[src/rtl/cpu_pkg.sv]
// Shared CPU-side constants: default bus widths and byte-enable encoding.
package cpu_pkg;
  localparam int AWIDTH_DEF = 32;
  localparam int DWIDTH_DEF = 32;
  localparam int BE_W       = 4;
  localparam logic [BE_W-1:0] WREN_NONE = 4'b0000;
endpackage

[src/rtl/mux_2to1.sv]
// Generic two-input multiplexer; sel=1 selects b.
module mux_2to1 #(
  parameter int W = 1
) (
  input  logic [W-1:0] a,
  input  logic [W-1:0] b,
  input  logic         sel,
  output logic [W-1:0] y
);
  assign y = sel ? b : a;
endmodule

[src/rtl/dmem_arbiter.sv]
// Data-memory arbiter between the CPU load/store path (priority) and one DMA requester.
// Optional anti-starvation forced grant is built when DMEM_ARB_FAIRNESS_EN is defined.
module dmem_arbiter
  import cpu_pkg::*;
#(
  parameter int AWIDTH   = AWIDTH_DEF,
  parameter int DWIDTH   = DWIDTH_DEF,
  parameter int MAX_WAIT = 4
) (
  input  logic              clk,
  input  logic              rst,
  input  logic              cpu_req,
  input  logic [AWIDTH-1:0] cpu_addr,
  input  logic [DWIDTH-1:0] cpu_wdata,
  input  logic [BE_W-1:0]   cpu_wren,
  output logic [DWIDTH-1:0] cpu_rdata,
  output logic              cpu_stall,
  input  logic              dma_valid,
  output logic              dma_ready,
  input  logic [AWIDTH-1:0] dma_addr,
  input  logic [DWIDTH-1:0] dma_wdata,
  input  logic [BE_W-1:0]   dma_wren,
  output logic              dma_rvalid,
  output logic [DWIDTH-1:0] dma_rdata,
  output logic [AWIDTH-1:0] mem_addr,
  output logic [DWIDTH-1:0] mem_wdata,
  output logic [BE_W-1:0]   mem_wren,
  input  logic [DWIDTH-1:0] mem_rdata
);

  // DMA handshake: a transfer happens at the rising edge where dma_valid && dma_ready;
  // the requester holds valid and its fields stable until then. Reads answer one cycle
  // later with a single-cycle dma_rvalid pulse; writes produce no response.
  logic dma_gnt;
  logic dma_rd;

  assign dma_rd    = (dma_wren == WREN_NONE);
  assign dma_ready = dma_gnt;
  assign cpu_rdata = mem_rdata;

`ifdef DMEM_ARB_FAIRNESS_EN
  localparam int CW = (MAX_WAIT < 1) ? 1 : $clog2(MAX_WAIT + 1);
  localparam logic [CW-1:0] WAIT_MAX = CW'(MAX_WAIT);

  logic [CW-1:0] wait_cnt;
  logic          wait_sat;

  assign wait_sat  = (wait_cnt == WAIT_MAX);
  assign dma_gnt   = dma_valid && (!cpu_req || wait_sat);
  assign cpu_stall = dma_gnt && cpu_req;

  // Counts refused cycles of a pending request; any grant or a dropped request restarts it.
  always_ff @(posedge clk or negedge rst) begin
    if (!rst) begin
      wait_cnt <= '0;
    end else if (!dma_valid || dma_gnt) begin
      wait_cnt <= '0;
    end else if (!wait_sat) begin
      wait_cnt <= wait_cnt + CW'(1);
    end
  end
`else
  assign dma_gnt   = dma_valid && !cpu_req;
  assign cpu_stall = 1'b0;
`endif

  // While the DMA owns the port the CPU fields, including its write enables, are not routed.
  mux_2to1 #(.W(AWIDTH)) u_mux_addr (
    .a   (cpu_addr),
    .b   (dma_addr),
    .sel (dma_gnt),
    .y   (mem_addr)
  );

  mux_2to1 #(.W(DWIDTH)) u_mux_wdata (
    .a   (cpu_wdata),
    .b   (dma_wdata),
    .sel (dma_gnt),
    .y   (mem_wdata)
  );

  mux_2to1 #(.W(BE_W)) u_mux_wren (
    .a   (cpu_wren),
    .b   (dma_wren),
    .sel (dma_gnt),
    .y   (mem_wren)
  );

  always_ff @(posedge clk or negedge rst) begin
    if (!rst) begin
      dma_rvalid <= 1'b0;
      dma_rdata  <= '0;
    end else begin
      dma_rvalid <= dma_gnt && dma_rd;
      if (dma_gnt && dma_rd) begin
        dma_rdata <= mem_rdata;
      end
    end
  end

endmodule

[config.mk]
export PLATFORM = sky130hd
export DESIGN_NAME = dmem_arbiter
export DESIGN_NICKNAME = d
export VERILOG_FILES = /design/src/rtl/cpu_pkg.sv /design/src/rtl/mux_2to1.sv /design/src/rtl/dmem_arbiter.sv
export SDC_FILE = /design/constraint.sdc
export NUM_CORES = 1
export LEC_CHECK = 0
export ABC_CLOCK_PERIOD_IN_PS = 1700
export BUFFER_PORTS_ARGS = -buffer_cell sky130_fd_sc_hd__buf_2
export CAP_MARGIN = 40
export CELL_PAD_IN_SITES_DETAIL_PLACEMENT = 0
export CELL_PAD_IN_SITES_GLOBAL_PLACEMENT = 1
export CORE_AREA = 3 3 118 120
export CTS_CLUSTER_SIZE = 16
export DETAILED_ROUTE_END_ITERATION = 8
export DIE_AREA = 0 0 121 123
export PLACE_DENSITY_LB_ADDON = 0.1
export SLEW_MARGIN = 20
export SYNTH_ARGS = -nofsm -noshare
export SYNTH_HDL_FRONTEND = slang
export SYNTH_SLANG_ARGS = --single-unit
[constraint.sdc]
create_clock -name clk -period 1.7 [get_ports clk]
set_clock_uncertainty 0.15 [all_clocks]
set_input_delay 0.34 -clock clk [delete_from_list [all_inputs] [get_ports clk]]
set_output_delay 0.34 -clock clk [all_outputs]
set_load 0.03 [all_outputs]
**After elaboration in Yosys (flattened, before gate mapping)**

Cells that the tools add are included.

- Bits of input ports: 172
- Register bits: 33
- Word-level logic and storage cells: 9

- Mux-type cells: 3
- Reduce and logical (&&, ||, !) cells: 4

Operators with widths:

| kind | number |
|---|---|
| 32-bit 2-to-1 mux | 2 |
| 4-bit logical NOT | 1 |
| 4-bit 2-to-1 mux | 1 |
| 1-bit logical AND | 2 |
| 1-bit logical NOT | 1 |

**Logic depth before layout (Yosys ltp)**

Gate-level depths: netlist (run 1).

- Word-level depth: 3
- Depth in mapped cells: 7

**Cells and area by module**

Synthesis (run 1) repeated with hierarchy kept, for this count alone.

- Cells, all modules: 182
- Area, all modules: 2,742.6 µm²

By module, submodules not included:

| module | area an instance (µm²) | times used | cells each |
|---|---|---|---|
| dmem_arbiter | 1,609.0 | 1 | 106 |
| mux_2to1 (u_mux_addr ...) | 544.3 | 2 | 36 |
| mux_2to1 (u_mux_wren) | 45.0 | 1 | 4 |

**Worst setup path after synthesis (run 1)**

OpenSTA, ideal clock, no wires.

- Kind: input port to output port
- Start: in cpu_req
- End: out mem_wdata[23]
- Data required time: 1.210 ns
- Path slack: -0.292 ns
- Stages on the path: 6
- Arrival: 1.502 ns
- Cells stage by stage: nand2b_1 > buf_2 > inv_2 > clkbuf_1 > nand2_1 > nand2_1

- Word-level cells in the longest chain between the ends: 3

RTL lines:

| element | RTL line | source |
|---|---|---|
| start: declaration | dmem_arbiter.sv:12 | `input logic cpu_req,` |
| 1-bit logical NOT | dmem_arbiter.sv:63 | `assign dma_gnt = dma_valid && !cpu_req;` |
| 1-bit logical AND | dmem_arbiter.sv:63 |  |
| named net dma_ready | dmem_arbiter.sv:19 | `output logic dma_ready,` |
| 32-bit 2-to-1 mux | mux_2to1.sv:10 | `assign y = sel ? b : a;` |
| end: declaration | dmem_arbiter.sv:26 | `output logic [DWIDTH-1:0] mem_wdata,` |

The timed path passes the listed nets, and every way through them passes these cells.

**Worst setup path after layout (run 1)**

- Start: in cpu_req
- End: out mem_wdata[18]

- Word-level cells in the longest chain between the ends: 3

RTL lines:

| element | RTL line |
|---|---|
| 1-bit logical NOT | dmem_arbiter.sv:63 |
| 1-bit logical AND | dmem_arbiter.sv:63 |
| 32-bit 2-to-1 mux | mux_2to1.sv:10 |

No other way between the ends.

==> results.md, run 1 <==
- Worst Setup Start Kind: primary input
- Core box area: 13100 µm²
- Crit path capture: mem_wdata[18]
- Switching Fraction: 37.5%
- Cell-internal power: 2.45 mW
- Cell Rows: 42
- Critical path peak fanout: 13
- Max_cap viols: 0
- Initial antenna violation count: 0
- Run status: finished, final reports clean
- Max Fclk: 593 MHz
- First DRT Iteration DRCs: 61
- P_sw: 1.47 mW
- Synthesis warning total: 0
- Ant diodes: 0
- Yosys cell types: 15
- Largest net degree at the start of global routing: 29
- Clock-pin slew on the worst setup and hold paths: 0.05 ns
- Filler cell count: 1386
- First-pass GRT wire length: 15300 µm
- Min cycle time layout: 1.69 ns
- Storage element area: 826 µm²
- R2R Path Start: dma_rdata[23]
- Commonest cells after routing, fill and taps aside: buf_2 (242), nand2_1 (178), buf_6 (43)
- Ratio of cells with drive above 1 in the final layout: 64.3%
- Residual DRC: 0
- Num ports: 307
- Setup violations, final: 0
- Slew Limit Fails: 0
- Final Power: 3.91 mW
- Die width: 121 µm
- CTS buffer count: 5
- Area Growth Syn to Fin: 93.7%
- Vias in the first global route: 3022
- Syn_area_per_cell: 7.48 µm²
- Most common library cell in the layout ignoring fill and taps: buf_2
- GRT Residual Overflow: 0
- Final WS setup: 0.0140 ns
- Die height: 123 µm
- Pre-antenna DRT Iters: 4
- Gr usage total: 13.0%
- CTS root buf: clkbuf_16
- Multi-input gate area: 1390 µm²
- Synth Instances: 326
- WL final: 10800 µm
- Fin. Hold Viols: 0
- Post-synth net total: 498
- Power Dens Cells: 828 nW/µm²
- H-tree Lvls: 2
- CTS max path bufs: 2
- Clock sinks: 33
- Critical path arrival: 1.20 ns
- Initial core utilization: 18.6%
- CTS tree: built
- RSZ-0062 raised after global routing: true
- Die area: 14900 µm²
- Clock group share of total power: 26.1%
- Comb pwr share: 48.3%
- R2r worst-path depth: 1
- CP Launch Point: cpu_req
- CP Capture Type: primary output
- Hold Crit Class: primary input to flip-flop
- Routed Antenna Nets: 0
- Vias per cell: 3.93
- Flop pwr share: 25.7%
- Area of the mapped netlist: 2440 µm²
- Place WS: -0.164 ns
- FF+latch count, synth: 33
- CP Class: primary input to primary output
- Sequential area share after synthesis: 33.8%
- Pleak: 2.91 nW
- Hold_ws: 0.166 ns
- Fin nets: 774
- Total vias in the final route: 3060
- Skew-Pair Late Insertion Delay: 0.27 ns
- R2r setup slk: 0.79 ns
- Gpl congestion: 0.819
- Period utilisation layout: 99.2%
- Port bufs: 305
- Reg-to-reg endpoint: dma_rdata[23]
- Worst EP required: 1.21 ns
- HPWL Detailed: 8490 µm
- Avg WL per Cell: 13.9 µm
- Max IR drop VDD: 0.376 mV
[critical path, cell delays in order]
cell      delay (ns)
buf_2           0.10
nand2b_4        0.19
clkinv_8        0.11
buf_12          0.14
nand2_1         0.09
nand2_4         0.06
clkbuf_4        0.18
[worst min path at each step]
stage                        startpoint             to  slack, ns  cells after the start
after floorplan                     rst   dma_rdata[0]      -0.11                      0
after global placement              rst   dma_rdata[5]       0.14                      1
after detailed placement            rst   dma_rdata[5]       0.13                      1
after CTS                 mem_rdata[12]  dma_rdata[12]       0.16                      2
after global routing       mem_rdata[1]   dma_rdata[1]       0.16                      2
final                     mem_rdata[12]  dma_rdata[12]       0.17                      2
[metrics by stage]
step	util (%)	TNS [ns]	instances	cell area, µm²
after floorplan	-	-1.71	326	2520
after global placement	31.0	-8.33	765	4050
after detailed placement	31.0	-9.83	765	4050
after CTS	35.0	-0.422	778	4580
after global routing	36.1	-0.680	779	4730
final	36.1	0	779	4730
[synth_stat cells (all sizes together)]
library cell | instances | area, µm²
buf | 41 | 305
clkbuf | 10 | 37.5
conb | 1 | 3.75
dfrtp | 33 | 826
inv | 2 | 7.50
mux2 | 32 | 469
nand2 | 205 | 772
nand2b | 1 | 6.26
nor4 | 1 | 12.5
[logic make-up (layout without fill, tap and decap cells)]
family	count (synthesis)	count (layout)	share of synthesized area (%)
AND/OR/NAND/NOR	207	207	32.4
buffers and inverters	53	330	14.4
flip-flops	33	33	33.8
multiplexers	32	32	19.2
other	1	1	0.154
[power groups by stage]
| stage | logic [mW] | registers (mW) | clock network (mW) |
|---|---|---|---|
| after floorplan | 0.825 | 1.32 | 0 |
| after global placement | 1.71 | 1.02 | 0 |
| after detailed placement | 1.71 | 1.02 | 0 |
| after CTS | 1.86 | 1.01 | 1.07 |
| after global routing | 2.01 | 1.03 | 1.11 |
| final | 1.89 | 1.00 | 1.02 |
[flip-flops by register name, summed over array words and instances, names as in the netlist]
name,count
dma_rdata,32
dma_rvalid,1
[routing by layer]
metal | global-route usage [%] | part of all wire, % | routed length, µm
met4 | 2.62 | 1.1 | 121
met5 | 0 | 0 | 0
met2 | 24.7 | 55 | 5920
met1 | 14.4 | 34 | 3710
met3 | 3.84 | 9.8 | 1060
[final cells by class]
| class | count | area share [%] |
|---|---|---|
| clock buffers | 7 | 3.02 |
| clock inverters | 1 | 0.635 |
| inverters | 2 | 0.424 |
| multi-input cells | 240 | 29.4 |
| flip-flops and latches | 33 | 17.5 |
| well taps | 176 | 4.66 |
| repair buffers | 320 | 44.3 |
[what timing repair did]
action                                 CTS  global route
hold buffers                             1             0
pin swaps                                0             0
endpoints found under the hold margin   15             0
setup endpoints to repair               68            65
setup buffers                            2             1
gates resized for setup                 88            57
gates cloned                             2             2
(Power assumes the default switching activity.)
==> inputs of run 2 (changes only) <==
==> constraint.sdc (replaced) <==
create_clock -name clk -period 1.7 [get_ports clk]
set_clock_uncertainty 0.15 [all_clocks]
set_input_delay 0.085 -clock clk [delete_from_list [all_inputs] [get_ports clk]]
set_output_delay 0.085 -clock clk [all_outputs]
set_load 0.03 [all_outputs]
==> run 2 against run 1 <==
Effect of this change: routed wire length is 1.1% higher; final area is 7.1% lower; total power is 8.1% lower; setup slack better by 0.33 ns; sequential power hardly changed; via count hardly changed; die area stayed put; sequential cell count stayed put.
==> results.md, run 2 (synthesis gave the netlist of run 1 again) <==
- Ant diodes: 0 (unchanged)
- Vias per cell: 3.81 (was 3.93)
- Worst Setup Start Kind: primary input (unchanged)
- CTS buffer count: 5 (unchanged)
- Clock-pin slew on the worst setup and hold paths: 0.05 ns (about the same)
- Pre-antenna DRT Iters: 4 (unchanged)
- R2r worst-path depth: 1 (unchanged)
- Most common library cell in the layout ignoring fill and taps: buf_2 (unchanged)
- Vias in the first global route: 3100 (was 3022)
- Critical path cell sequence: buf_2 -> nand2b_2 -> inv_2 -> buf_12 -> nand2_1 -> nand2_1 -> buf_2 (was buf_2 -> nand2b_4 -> clkinv_8 -> buf_12 -> nand2_1 -> nand2_4 -> clkbuf_4)
- Area Growth Syn to Fin: 79.9% (was 93.7%)
- Bufs and invs on worst path: 4 (unchanged)
- Commonest cells after routing, fill and taps aside: buf_2 (305), nand2_1 (204), dfrtp_1 (33), dlygate4sd3_1 (33), mux2_4 (29) (was buf_2 (242), nand2_1 (178), buf_6 (43))
- Die height: 123 µm (unchanged)
- Biggest regs: dma_rdata x32, dma_rvalid x1 (unchanged)
- Pleak: 2.81 nW (was 2.91 nW)
- Hold_sp: dma_wren[2] (was mem_rdata[12])
- Inst Count DP: 762 (was 765)
- Highest cell delay on the worst timing path: 0.24 ns (was 0.19 ns)
- Post-cts gate resize count: 0 (was 88)
- Top Family by Delay on Critical Path: buffers and inverters (unchanged)
- Min-Delay Endpoint: dma_rvalid (was dma_rdata[12])
- CP max-delay cell: buf_12 (was nand2b_4)
- Max IR drop VDD: 0.358 mV (was 0.376 mV)
- Num ports: 307 (unchanged)
- R2R Path Start: dma_rdata[26] (was dma_rdata[23])
- Worst EP required: 1.46 ns (was 1.21 ns)
- Core box area: 13100 µm² (unchanged)
- Biggest register: dma_rdata (unchanged)
- Run status: finished, final reports clean (unchanged)
- WL final: 10900 µm (was 10800 µm)
- Filler cell count: 1439 (was 1386)
- Hold Path Stages: 5 (was 2)
- Critical path arrival: 1.13 ns (was 1.20 ns)
- Finished Layout Cells: 802 (was 779)
- Max Fclk: 735 MHz (was 593 MHz)
- Initial antenna violation count: 0 (unchanged)
- Routed Antenna Nets: 0 (unchanged)
- Gpl congestion: 0.778 (was 0.819)
- First-pass GRT wire length: 15700 µm (was 15300 µm)
- CP Capture Type: primary output (unchanged)
- Fin nets: 798 (was 774)
- Clock sinks: 33 (unchanged)
- Hold Crit Class: primary input to flip-flop (unchanged)
- CP Class: primary input to primary output (unchanged)
- Port bufs: 305 (unchanged)
- Worst slew pin tran: 0.718 ns
- Initial core utilization: 18.6% (unchanged)
- CTS root buf: clkbuf_16 (unchanged)
- Slew headroom: 52.1%
- Largest net degree at the start of global routing: 51 (was 29)
- HPWL Detailed: 8710 µm (was 8490 µm)
- Max reg flops: 32 (unchanged)
- Max_cap viols: 0 (unchanged)
- Hold_ws: 0.230 ns (was 0.166 ns)
- Setup violations, final: 0 (unchanged)
- Die area: 14900 µm² (unchanged)
- Critical path peak fanout: 50 (was 13)
- First DRT Iteration DRCs: 75 (was 61)
- Total vias in the final route: 3057 (was 3060)
- Fin. Hold Viols: 0 (unchanged)
- Min cycle time layout: 1.36 ns (was 1.69 ns)
- GRT Residual Overflow: 0 (unchanged)
- H-tree Lvls: 2 (unchanged)
- Cell Rows: 42 (unchanged)
- CTS max path bufs: 2 (unchanged)
- CTS tree: built (unchanged)
- RSZ-0062 raised after global routing: false (was true)
- Final setup TNS: 0 ns (unchanged)
- R2r setup slk: 0.80 ns (was 0.79 ns)
- Reg-to-reg endpoint: dma_rdata[26] (was dma_rdata[23])
- Die width: 121 µm (unchanged)
- Power Dens Cells: 819 nW/µm² (was 828 nW/µm²)
- Slew Limit Fails: 0 (unchanged)
- Skew-Pair Late Insertion Delay: 0.27 ns (about the same)
- Residual DRC: 0 (unchanged)
- Gr usage total: 13.5% (was 13.0%)
- Avg WL per Cell: 13.6 µm (was 13.9 µm)
- Ratio of cells with drive above 1 in the final layout: 56.4% (was 64.3%)
- Period utilisation layout: 80.0% (was 99.2%)
==> run 2: cell types whose count changed in the layout (fill, tap and decap cells not counted), sizes merged <==
| cell | before | now |
|---|---|---|
| buf | 315 | 311 |
| bufinv | 1 | 0 |
| clkbuf | 11 | 7 |
| clkinv | 1 | 0 |
| dlygate4sd3 | 1 | 33 |
| inv | 1 | 2 |
==> run 2: per-stage QoR <==
step | utilization (%) | worst slack (ns) | cell area [µm²] | power [mW]
after floorplan | - | 0.218 | 2440 | 2.12
final | 33.5 | 0.340 | 4390 | 3.60
after CTS | 33.5 | 0.306 | 4390 | 3.65
after global placement | 29.9 | 0.277 | 3920 | 2.70
after global routing | 33.5 | 0.222 | 4390 | 3.82
after detailed placement | 29.9 | 0.281 | 3920 | 2.70
==> run 2: cell type report <==
cell class              instances  area, µm²  area share (%)
multi-input cells             240       1270            28.8
well taps                     176        220            5.02
flip-flops and latches         33        826            18.8
clock buffers                   7        143            3.25
inverters                       2       7.51           0.171
repair buffers                344       1930            43.9
==> run 2: worst max path at each step <==
stage	from	to	slack [ns]	cells after the start
after floorplan	cpu_req	mem_wdata[23]	0.22	6
after global placement	dma_wren[0]	dma_rdata[31]	0.28	5
after detailed placement	cpu_req	dma_rdata[4]	0.28	6
after CTS	cpu_req	mem_wdata[30]	0.31	7
after global routing	cpu_req	mem_wdata[31]	0.22	7
final	cpu_req	mem_wren[1]	0.34	7
==> run 2: layer usage <==
metal / part of all wire (%) / GRT usage [%]
met1: 32 / 13.0
met2: 55 / 26.6
met5: 0 / 0
met4: 1.9 / 4.25
met3: 11 / 4.71
==> run 2: report_power, final <==
part / internal, mW / total (mW) / switching [mW]
logic: 0.657 / 1.72 / 1.06
registers: 0.936 / 1.01 / 0.0732
clock network: 0.573 / 0.867 / 0.293
total: 2.17 / 3.60 / 1.43
==> run 2: timing repair <==
item                       in CTS  in global routing
hold endpoints to repair       65                  0
hold buffers                   33                  0
setup endpoints to repair       0                  0
setup buffers                   0                  0
